`src/rtl/float_unpacker_pipe_if.sv`:
```
// Streaming bus of the float-to-fixed converter: float input side and fixed-point output side.
// master drives the input stream and consumes results; slave is the converter.
interface float_unpacker_pipe_if #(
   parameter int FRAC_WIDTH = 22
);
   logic                  in_valid;
   logic                  in_ready;
   logic [31:0]           in_data;
   logic                  out_valid;
   logic                  out_ready;
   logic [FRAC_WIDTH+1:0] out_result;
   logic [4:0]            out_flags;

   modport master (
      output in_valid, in_data, out_ready,
      input  in_ready, out_valid, out_result, out_flags
   );

   modport slave (
      input  in_valid, in_data, out_ready,
      output in_ready, out_valid, out_result, out_flags
   );
endinterface

```
`src/rtl/float_unpacker_pipe.sv`:
```
// IEEE-754 single to signed fixed point (sign, one integer bit, FRAC_WIDTH fraction bits).
// Three stages (decode, align, round/saturate/negate) that all hold while the output is stalled.
module float_unpacker_pipe #(
   parameter int FRAC_WIDTH = 22,
   parameter int ROUND      = 0
) (
   input logic                  clk,
   input logic                  reset,
   float_unpacker_pipe_if.slave bus
);
   localparam int RW = FRAC_WIDTH + 2;
   localparam int MW = FRAC_WIDTH + 1;
   localparam logic [RW-1:0] ONE = {2'b01, {FRAC_WIDTH{1'b0}}};

   function automatic logic [RW-1:0] round_mag(input logic [MW-1:0] mag, input logic rnd);
      logic [RW-1:0] inc;
      inc = (ROUND != 0) ? {{(RW-1){1'b0}}, rnd} : '0;
      return {1'b0, mag} + inc;
   endfunction

   // Returns {sat, magnitude}; landing exactly on 1.0 after rounding is not a saturation.
   function automatic logic [RW:0] sat_mag(input logic [RW-1:0] mag, input logic big);
      if (big || (mag > ONE)) return {1'b1, ONE};
      return {1'b0, mag};
   endfunction

   logic          vld_p0_q, vld_p1_q, vld_p2_q;
   logic          stall, adv;
   logic [7:0]    exp_d;
   logic [22:0]   frc_d;
   logic          sgn_p0_q, nan_p0_q, inf_p0_q, gt1_p0_q, unit_p0_q, nz_p0_q;
   logic [7:0]    exp_p0_q;
   logic [23:0]   man_p0_q;
   int            sh;
   logic [23:0]   tmp_a;
   logic [MW-1:0] mag_d;
   logic          rnd_d, big_d;
   logic          sgn_p1_q, nan_p1_q, big_p1_q, unit_p1_q, nz_p1_q, rnd_p1_q;
   logic [MW-1:0] mag_p1_q;
   logic [RW-1:0] mrnd, mfin, res_d;
   logic          sat_d, zero_d;
   logic [4:0]    flg_d;
   logic [RW-1:0] res_p2_q;
   logic [4:0]    flg_p2_q;

   assign stall        = vld_p2_q & ~bus.out_ready;
   assign adv          = ~stall;
   assign bus.in_ready = ~stall;
   assign exp_d        = bus.in_data[30:23];
   assign frc_d        = bus.in_data[22:0];

   // S1: decode
   always_ff @(posedge clk) begin
      if (adv) begin
         sgn_p0_q  <= bus.in_data[31];
         exp_p0_q  <= exp_d;
         man_p0_q  <= {1'b1, frc_d};
         nan_p0_q  <= (exp_d == 8'hFF) && (frc_d != '0);
         inf_p0_q  <= (exp_d == 8'hFF) && (frc_d == '0);
         gt1_p0_q  <= (exp_d == 8'd127) && (frc_d != '0);
         unit_p0_q <= (exp_d == 8'd127) && (frc_d == '0);
         nz_p0_q   <= (exp_d != 8'hFF) && ((exp_d != 8'd0) || (frc_d != '0));
      end
   end

   // S2: align; sh is the right-shift distance that puts the binary point at FRAC_WIDTH
   always_comb begin
      sh    = 150 - FRAC_WIDTH - int'(exp_p0_q);
      tmp_a = '0;
      mag_d = '0;
      rnd_d = 1'b0;
      big_d = inf_p0_q | gt1_p0_q;
      if (!nan_p0_q && !inf_p0_q && (exp_p0_q != 8'd0)) begin
         if ((sh <= 0) || (exp_p0_q >= 8'd128)) begin
            big_d = 1'b1;
         end else if (sh <= 24) begin
            tmp_a = man_p0_q >> (sh - 1);
            rnd_d = tmp_a[0];
            mag_d = MW'(tmp_a >> 1);
         end
      end
   end

   always_ff @(posedge clk) begin
      if (adv) begin
         sgn_p1_q  <= sgn_p0_q;
         nan_p1_q  <= nan_p0_q;
         big_p1_q  <= big_d;
         unit_p1_q <= unit_p0_q;
         nz_p1_q   <= nz_p0_q;
         rnd_p1_q  <= rnd_d;
         mag_p1_q  <= mag_d;
      end
   end

   // S3: round, saturate, negate, classify
   always_comb begin
      mrnd            = round_mag(mag_p1_q, rnd_p1_q);
      {sat_d, mfin}   = sat_mag(mrnd, big_p1_q);
      if (nan_p1_q) begin
         sat_d = 1'b0;
         mfin  = '0;
      end
      res_d  = sgn_p1_q ? (~mfin + 1'b1) : mfin;
      zero_d = (res_d == '0);
      flg_d  = {nz_p1_q & zero_d, nan_p1_q, sat_d, unit_p1_q, zero_d};
   end

   always_ff @(posedge clk or posedge reset) begin
      if (reset) begin
         vld_p0_q <= 1'b0;
         vld_p1_q <= 1'b0;
         vld_p2_q <= 1'b0;
         res_p2_q <= '0;
         flg_p2_q <= '0;
      end else if (adv) begin
         vld_p0_q <= bus.in_valid;
         vld_p1_q <= vld_p0_q;
         vld_p2_q <= vld_p1_q;
         res_p2_q <= res_d;
         flg_p2_q <= flg_d;
      end
   end

   assign bus.out_valid  = vld_p2_q;
   assign bus.out_result = res_p2_q;
   assign bus.out_flags  = flg_p2_q;
endmodule

```
`src/flat_wrapper.sv`:
```
// flat-port wrapper written by rule: the top's interface ports become plain ports
module float_unpacker_pipe_flat 
#(
   parameter int FRAC_WIDTH = 22,
   parameter int ROUND      = 0
)
  (clk, reset, bus_in_valid, bus_in_data, bus_out_ready, bus_in_ready, bus_out_valid, bus_out_result, bus_out_flags);
  float_unpacker_pipe_if #(.FRAC_WIDTH(FRAC_WIDTH)) bus_i ();
  input logic clk;
  input logic reset;
  input wire logic [$bits(bus_i.in_valid)-1:0] bus_in_valid;
  input wire logic [$bits(bus_i.in_data)-1:0] bus_in_data;
  input wire logic [$bits(bus_i.out_ready)-1:0] bus_out_ready;
  output wire logic [$bits(bus_i.in_ready)-1:0] bus_in_ready;
  output wire logic [$bits(bus_i.out_valid)-1:0] bus_out_valid;
  output wire logic [$bits(bus_i.out_result)-1:0] bus_out_result;
  output wire logic [$bits(bus_i.out_flags)-1:0] bus_out_flags;
  assign bus_i.in_valid = bus_in_valid;
  assign bus_i.in_data = bus_in_data;
  assign bus_i.out_ready = bus_out_ready;
  assign bus_in_ready = bus_i.in_ready;
  assign bus_out_valid = bus_i.out_valid;
  assign bus_out_result = bus_i.out_result;
  assign bus_out_flags = bus_i.out_flags;
  float_unpacker_pipe #(.FRAC_WIDTH(FRAC_WIDTH), .ROUND(ROUND)) u_core (.clk(clk), .reset(reset), .bus(bus_i));
endmodule
```
`config.mk`:
```
export PLATFORM = sky130hd
export DESIGN_NAME = float_unpacker_pipe_flat
export DESIGN_NICKNAME = d
export VERILOG_FILES = /design/src/rtl/float_unpacker_pipe_if.sv /design/src/rtl/float_unpacker_pipe.sv /design/src/flat_wrapper.sv
export SDC_FILE = /design/constraint.sdc
export NUM_CORES = 1
export LEC_CHECK = 0
export ABC_AREA = 1
export CAP_MARGIN = 20
export CELL_PAD_IN_SITES_DETAIL_PLACEMENT = 0
export CELL_PAD_IN_SITES_GLOBAL_PLACEMENT = 1
export CORE_UTILIZATION = 40
export DETAILED_ROUTE_END_ITERATION = 10
export PLACE_DENSITY = 0.81
export SYNTH_ARGS = -nofsm -noshare
export SYNTH_HDL_FRONTEND = slang
export SYNTH_SLANG_ARGS = --single-unit
```
`constraint.sdc`:
```
create_clock -name clk -period 11.2 [get_ports clk]
set_input_delay 2.24 -clock clk [delete_from_list [all_inputs] [get_ports clk]]
set_output_delay 2.24 -clock clk [all_outputs]
set_load 0.01 [all_outputs]
```
==> results by group <==
Run status
  – Status: finished clean

Finish
  – Area delta synth->final: 17.17%
  – Fraction of layout cells with a size suffix above 1: 0.05947
  – Antenna cells: 0
  – Nets: 949
  – Most common cell after layout, fill and taps aside: nand2_1
  – Final std cell area, no fill: 0.007418 mm²
  – Final core utilization: 0.4844
  – Most frequent cells in the layout: 273 x nand2_1, 102 x nor2_1, 81 x nand3_1, 72 x inv_1, 66 x clkdlybuf4s50_1

GRT
  – Initial antenna violation count: 0
  – Gr ovfl total: 0
  – Largest net degree at the start of global routing: 91
  – First-pass GRT wire length: 25310 µm
  – GR Util All Layers: 0.1989
  – Vias in the first global route: 5104

Synthesis
  – Largest family of logic cells by synthesized area: simple AND/OR/NAND/NOR gates
  – Register area share after synthesis: 0.4300
  – Primary FF master, synth: edfxtp_1
  – Top post-synthesis cells by area: edfxtp_1 30%, nand2_1 16%, dfrtp_1 13%, nand3_1 6.4%, nor2_1 6.1%
  – Synth Area in Compound Gates: 0.07609
  – Synth Area in XOR/XNOR: 0.01542
  – Post-Synth Adder-Cell Area: 0.01976
  – Asr flop ratio synth: 0.3333
  – Mean Syn Cell Area: 7.422 µm²
  – Top cell type's share of synthesized area: 0.3036
  – Post-synth EDFFs: 64
  – Yosys cell types: 49
  – Simple-gate portion of the synthesized area: 0.3779
  – Post-Syn Nets: 899
  – Syn. warnings: 0
  – Register bit total from synthesis: 96
  – Mapped Cells: 853
  – Synthesized area: 0.006331 mm²
  – Yosys top cell by area: edfxtp_1
  – Mux cell area share after synthesis: 0

Clock network
  – Setup repair bufs after CTS: 0
  – H-tree Lvls: 3
  – Clock slew at reported path FFs: 60 ps
  – Clock sinks: 96
  – Cts hold-fix bufs: 0
  – Total CTS buffers: 9
  – CTS-repair resized insts: 0
  – CTS Buffer Depth: 2
  – TritonCTS clock tree: done
  – Clk Latency, worst-skew pair: 360 ps
  – Clock root buffer: clkbuf_16

Worst setup path
  – Crit path arrival time: 3780 ps
  – CP Class: in -> out
  – Crit-path cells: clkdlybuf4s50_1 > nor2_2 > buf_8 > clkinv_2 > clkdlybuf4s50_1
  – Critical path data required time: 8960 ps
  – Worst Setup End Kind: primary output
  – Max stage delay cell, worst path: clkdlybuf4s50_1
  – CP most frequent cell: clkdlybuf4s50_1
  – Slowest stage delay, CP: 550 ps
  – Crit-path max FO: 25
  – CP startpoint kind: input pin

Power
  – Leakage: 3.250 nW
  – Switching part of the total: 0.3863
  – Psw: 550.7 µW
  – Sequential share of power: 0.381
  – Pwr dens: 192.2 mW/mm²
  – Clock Power Share: 0.212
  – Internal power: 874.8 µW
  – Maximum vdd drop: 0.1209 mV
  – Part of the power in combinational logic: 0.407

Floorplanning
  – I/O pin cnt: 67
  – Initial Util: 0.4134
  – Die Y: 127.8 µm
  – Row count: 45
  – Core Area: 0.01531 mm²
  – Die area: 0.01634 mm²
  – Die Wd: 127.8 µm

Placement
  – DP HPWL: 11660 µm
  – Cell Area, Placed: 0.007101 mm²
  – IO Port Bufs: 66
  – Post-Place Setup Slack: 4538 ps
  – Final GP Congestion: 0.8722

Timing
  – Period minus WS final: 6021 ps
  – Final TNS setup: 0 ps
  – Fin Hold WS: 416.4 ps
  – Final max-slew violation count: 0
  – Slew @ Worst Pin: 1022 ps
  – Unrepaired setup endpoints after global routing: false
  – Fmax: 166.1 MHz
  – Setup violations, final: 0
  – Rel. slew slack: 0.3186
  – Fin worst setup slack: 5179 ps
  – Clock Skew: 8.809 ps
  – Final period utilization: 0.5376
  – Fin. Hold Viols: 0

Detailed routing
  – Drt wl/cell: 13.48 µm
  – Antenna Nets Post-Route: 0
  – Vias per cell: 4.954
  – Total iterations of the first detailed-routing run: 5
  – 1st-iter DRT viols: 357
  – Vias: 5543
  – Number of remaining DRC errors: 0
  – WL final: 15090 µm

Flow run
  – Max-cap violations: 0

Hold path
  – HP Class: reg -> reg
[power by group through the flow]
stage | combinational (mW) | sequential, mW | clock, mW
2_1_floorplan | 0.375 | 0.555 | 0
3_3_place_gp | 0.580 | 0.549 | 0
3_5_place_dp | 0.582 | 0.552 | 0
4_1_cts | 0.584 | 0.545 | 0.310
5_1_grt | 0.658 | 0.555 | 0.324
6_report | 0.580 | 0.543 | 0.303
[registers in the layout (all words and copies together), names as in the netlist, 5 cells and up]
signal,count
u_core.bus.out_result,24
u_core.mag_p1_q,23
u_core.man_p0_q,22
u_core.exp_p0_q,8
u_core.bus.out_flags,5
[synth_stat cells, types with 6 or more instances]
cell and number:
a31oi_1 13, buf_2 10, clkbuf_1 11, dfrtp_1 32
edfxtp_1 64, ha_1 10, inv_1 72, nand2_1 273
nand2_2 8, nand3_1 81, nand4_1 33, nor2_1 103
nor4_1 11, o211ai_1 11, o21ai_0 28, o21ai_1 16
xor2_1 6
[layer usage]
metal  global-route usage  vias up  share of wire
met5                    0        -              0
met4              0.07751        0          0.027
met3              0.03965       23          0.037
met2               0.3475      120           0.49
met1               0.2407     2452           0.45
li1                     -     2948              -
[worst max-delay path, delay by kind of cell]
kind,cells,cell delay (ps)
buf+inv,4,1340
simple gates,1,200
[final timing paths]
kind / startpoint / to / slack, ps / cells after the start
min in group asynchronous: reset / u_core.bus.out_result[12] / 2280 / 3
max in group asynchronous: reset / u_core.bus.out_result[0] / 8630 / 3
min reg2reg: u_core.sgn_p0_q / u_core.sgn_p1_q / 420 / 0
max: bus_out_ready / bus_in_ready / 5180 / 5
min: u_core.sgn_p0_q / u_core.sgn_p1_q / 420 / 0
max reg2reg: u_core.exp_p0_q[2] / u_core.mag_p1_q[3] / 6460 / 24
[stage by stage]
stage          instances  total power [mW]
2_1_floorplan        853            0.9292
3_3_place_gp        1101             1.129
3_5_place_dp        1101             1.134
4_1_cts             1117             1.439
5_1_grt             1119             1.537
6_report            1119             1.426
[cell families (layout without fill, tap and decap cells)]
family | count (synthesis) | count (layout)
fa+ha+maj | 10 | 10
flops | 96 | 96
simple gates | 540 | 540
xor+xnor | 9 | 9
compound gates | 82 | 82
buf+inv | 116 | 171
[cell type report]
| cell class | count | area (µm²) |
|---|---|---|
| clock buffers | 9 | 225.2 |
| clock inverters | 7 | 62.56 |
| fillers | 1625 | 7896 |
| inverters | 82 | 316.6 |
| multi-input cells | 641 | 3099 |
| flip-flops and latches | 96 | 2723 |
| well taps | 211 | 264.0 |
| repair buffers | 73 | 728.2 |
Power figures use the tool's default switching activity.
==> RTL change 1 (same flow settings) <==
`ROUND` is set to 0 in 2 places; all go to 1.
--- a/src/rtl/float_unpacker_pipe.sv
+++ b/src/rtl/float_unpacker_pipe.sv
@@ -2,7 +2,7 @@
 // Three stages (decode, align, round/saturate/negate) that all hold while the output is stalled.
 module float_unpacker_pipe #(
    parameter int FRAC_WIDTH = 22,
-   parameter int ROUND      = 0
+   parameter int ROUND      = 1
 ) (
    input logic                  clk,
    input logic                  reset,
--- a/src/flat_wrapper.sv
+++ b/src/flat_wrapper.sv
@@ -2,7 +2,7 @@
 module float_unpacker_pipe_flat 
 #(
    parameter int FRAC_WIDTH = 22,
-   parameter int ROUND      = 0
+   parameter int ROUND      = 1
 )
   (clk, reset, bus_in_valid, bus_in_data, bus_out_ready, bus_in_ready, bus_out_valid, bus_out_result, bus_out_flags);
   float_unpacker_pipe_if #(.FRAC_WIDTH(FRAC_WIDTH)) bus_i ();
Check against the original RTL: not equivalent (a bounded check fails within 4 cycles, from zero or initial values and one cycle with reset high).
==> RTL change 1 against the unedited design <==
The run now ends with DRC left; combinational power up 19%; worst setup slack better by 41 ps; total power up 11%; sequential cell count up 2; area after synthesis up 16%; critical path depth unchanged; clock skew up 3.8 ps; cell area up 13%; wire length up 19%; critical path type unchanged; critical endpoint unchanged.
==> RTL change 1: results (changes against the unedited design) <==
Final-stage net count = 1,135 (+20%)
Inverters = 111 (+35%)
DRT Pass-1 Iters = 9 (+4)
Clock buf count = 11 (+2)
Global Route Usage Sum = 20.6% (+0.70 points)
WHS = 422 ps (+5.30 ps)
Vias in the first global route = 6,158 (+21%)
DR WL/cell = 13.6 um (+1.2%)
Clk tree area frac = 3.82% (-0.056 points)
Worst Path Max Fanout = 36 (+44%)
Drt via density = 5.12 (+3.3%)
Met3 Use GR = 2.61% (-1.4 points)
Largest net degree at the start of global routing = 88 (-3.3%)
RR Endpoint = u_core.rnd_p1_q
Outcome = finished with violations
Cell area after placement = 0.00809 mm^2 (+14%)
Bufs w/o clock = 74 (+1.4%)
Fill count = 1,843 (+13%)
Top post-synthesis cells by area = edfxtp_1 27%, nand2_1 17%, dfrtp_1 11%, nand3_1 7.6%, inv_1 5.3%
Worst slew margin = 30.7% (-1.1 points)
Met2 Use GR = 32.2% (-2.5 points)
Worst r2r path cells = 27 (+13%)
Sink Count = 98 (+2.1%)
Net switching power figure = 653 uW (+19%)
Worst slack, placed = 5220 ps (+685 ps)
Async SR Flop Fraction = 32.7% (-0.68 points)
Proportion of final cell area spent on non-clock buffers = 8.57% (-1.2 points)
Reg-to-reg critical path startpoint = u_core.exp_p0_q[0]
Critical Path AT = 3740 ps (-40 ps)
P_leak = 0.00374 uW (+15%)
Hpwl dp = 14.0 mm (+20%)
Util after Layout = 46.8% (-1.6 points)
FF/Latch Area = 0.00278 mm^2 (+2.2%)
First-pass GRT wire length = 30.4 mm (+20%)
R2R Setup Slk = 5820 ps (-640 ps)
Residual DRC = 4 (+4)
WL met3 = 608 um (+9.7%)
Seq/Total Area, Yosys = 38.0% (-5.0 points)
Syn_nets = 1,092 (+21%)
Post-synth top cells = 341 x nand2_1, 111 x nand3_1, 103 x inv_1
Chip width = 137 um (+7.4%)
Clk_skew = 12.6 ps (+3.81 ps)
Layout cell share with drive strength beyond 1 = 6.50% (+0.55 points)
Netlist cell types = 50 (+2.0%)
DRT iter0 DRCs = 465 (+30%)
Failing checks = DRC
Met1 usage = 29.4% (+5.3 points)
Post-synth EDFFs = 66 (+3.1%)
CP peak stage delay = 510 ps (-40 ps)
RD Place Congestion = 0.844 (-3.2%)
RTL change 1: per-stage QoR:
stage	power, uW	std cells
floorplan	1040	1044
global placement	1260	1305
detailed placement	1260	1305
CTS	1590	1321
global route	1710	1321
finish	1580	1321
RTL change 1: power by group through the flow:
stage / Sequential, uW / Clock [uW] / Combinational, uW
3_5_place_dp: 571 / 0 / 688
6_report: 561 / 332 / 690
3_3_place_gp: 568 / 0 / 687
2_1_floorplan: 575 / 0 / 462
4_1_cts: 563 / 340 / 691
5_1_grt: 576 / 352 / 786
RTL change 1: kinds of logic after synthesis:
logic type                 count (synthesis)  synth area share (%)
AOI/OAI and AO/OA                        121                  9.65
adders and majority gates                 12                  2.05
muxes                                      1                 0.137
buffers and inverters                    153                  9.07
DFF                                       98                  38.0
xor gates and xnor gates                  10                  1.40
and+or+nand+nor                          649                  39.7
RTL change 1: worst max-delay path: cells and delay by family:
| family | cells | cell delay [ps] |
|---|---|---|
| simple gates | 1 | 100 |
| buf+inv | 4 | 1380 |
==> RTL change 2 (config.mk and constraints unchanged) <==
Without the edit above. Reset style: synchronous (`reset`), changed in one clocked block.
--- a/src/rtl/float_unpacker_pipe.sv
+++ b/src/rtl/float_unpacker_pipe.sv
@@ -106,7 +106,7 @@
       flg_d  = {nz_p1_q & zero_d, nan_p1_q, sat_d, unit_p1_q, zero_d};
    end
 
-   always_ff @(posedge clk or posedge reset) begin
+   always_ff @(posedge clk) begin
       if (reset) begin
          vld_p0_q <= 1'b0;
          vld_p1_q <= 1'b0;
Check against the original RTL: differs if reset is asserted again (counterexample within 4 cycles, from zero or initial values and one cycle with reset high); with reset held inactive, the same outputs for 4 cycles.
==> RTL change 2 against the unedited design <==
Synthesized cell count rose by 12%; sequential cell count did not move; sequential share of layout area fell by 4.0 points; non-clock buffer count rose by 2; wire length rose by 17%; area after synthesis rose by 6.1%; utilization fell by 0.83 points; clock skew barely moved; cell area rose by 5.7%; worst setup slack got worse by 130 ps; largest cell class unchanged.
Power is not compared: it rests on default switching activity, and its combinational part moved more than twofold at a synthesized area within 25%.
==> RTL change 2: results (changes against the unedited design) <==
Largest net degree at the start of global routing = 85 (-6.6%)
Layout cell share with drive strength beyond 1 = 6.51% (+0.57 points)
CP max-delay cell = clkdlybuf4s50_1
R2R Setup Slk = 6650 ps (+190 ps)
Antenna violations before repair = 0 (unchanged)
# diodes = 0 (unchanged)
Worst hold path type = reg -> reg
Critical Path AT = 3910 ps (+130 ps)
Seq/Total Area, Yosys = 38.2% (-4.8 points)
DR WL/cell = 14.5 um (+7.6%)
RR Endpoint = u_core.mag_p1_q[5]
Worst setup endpoint = bus_in_ready
Clk_skew = 9.15 ps (+0.339 ps)
Worst r2r path cells = 23 (-4.2%)
H-tree Lvls = 3 (unchanged)
DRT iter0 DRCs = 387 (+8.4%)
Top delay family on crit path = buffers and inverters
Cell area after placement = 0.00751 mm^2 (+5.7%)
Fill count = 1,737 (+6.9%)
Post-CTS Resized = 0 (unchanged)
Worst hold path depth = 0 (unchanged)
HP Start = u_core.unit_p0_q
CP peak stage delay = 580 ps (+30 ps)
WHS = 422 ps (+5.57 ps)
DRT Pass-1 Iters = 5 (unchanged)
Netlist cell types = 45 (-8.2%)
Vias in the first global route = 5,755 (+13%)
Yosys warning count = 0 (unchanged)
IO Port Bufs = 66 (unchanged)
Fin worst setup slack = 5050 ps (-131 ps)
Syn Inst Count = 952 (+12%)
RD Place Congestion = 0.878 (+0.63%)
Async SR Flop Fraction = 0% (-33 points)
Hold EP = u_core.unit_p1_q
Clock Path Buffers = 2 (unchanged)
P_leak = 0.00365 uW
# Post-CTS Setup Buffers = 0 (unchanged)
Number of CTS-inserted buffers = 9 (unchanged)
Worst Path Max Fanout = 23 (-8.0%)
Worst slew pin tran = 976 ps (-45.8 ps)
Reg-to-reg critical path startpoint = u_core.exp_p0_q[0]
Max FFs per register = 24 (unchanged)
Critical Path Source = bus_out_ready
Syn_nets = 998 (+11%)
Root buffer cell = clkbuf_16
Reg clk slew, reported paths = 70 ps
Worst slack, placed = 5070 ps (+529 ps)
Post-synth EDFFs = 64 (unchanged)
Outcome = complete, no violations
Worst-skew pair later-pin latency = 350 ps
VDD IR max = 0.0000757 V
Top post-synthesis cells by area = edfxtp_1 29%, nand2_1 16%, dfxtp_1 9.5%, nand3_1 7.8%, inv_1 5.3%
Hpwl dp = 13.3 mm (+14%)
First-pass GRT wire length = 29.1 mm (+15%)
Synth Flop Type = edfxtp_1
Post-synth top cells = 281 x nand2_1, 105 x nand3_1, 95 x inv_1
Global Route Usage Sum = 21.0% (+1.1 points)
Fin cells = 1,218 (+8.8%)
Vias = 6,256 (+13%)
## RTL change 2: cell count changes after synthesis, sizes merged, moves of 11 or more
cell and delta:
a21oi +16, a31oi -12, clkbuf +13, dfrtp -32, dfxtp +32, inv +23
nand3 +21, nand4 +11, nor2 -20, o21bai +14
## RTL change 2: kinds of logic (layout without fill, tap and decap cells)
group	count (synthesis)	in the layout	synth area share, %
AO/OA/AOI/OAI	118	118	10.8
XOR/XNOR	12	12	2.01
adder cells (fa/ha/maj)	10	10	1.86
buffers and inverters	149	195	9.00
flip-flops	96	96	38.2
multiplexers	1	1	0.149
AND/OR/NAND/NOR	566	566	38.0
## RTL change 2: final cells by class
type / instances / area (um^2) / area share (%)
tap: 220 / 275 / 3.51
inverter: 104 / 397 / 5.06
timing repair buffer: 75 / 748 / 9.54
clock inverter: 6 / 56.3 / 0.718
clock buffer: 10 / 250 / 3.19
sequential: 96 / 2560 / 32.7
multi-input combinational: 707 / 3550 / 45.3
## RTL change 2: layer usage
| layer | track usage [%] | up-vias | routed length [um] | part of all wire, % |
|---|---|---|---|---|
| met4 | 6.52 | 0 | 306 | 1.7 |
| met1 | 28.4 | 2834 | 8570 | 48 |
| met5 | 0 | - | 0 | 0 |
| met3 | 3.47 | 19 | 536 | 3.0 |
| li1 | - | 3289 | - | - |
| met2 | 34.3 | 114 | 8260 | 47 |
## RTL change 2: report_power, final
part	total, uW	switching (uW)	internal [uW]	leakage, uW
registers	419	17.0	402	0.000974
clock network	317	147	170	0.000154
logic	259	164	95.4	0.00252
total	995	328	667	0.00365
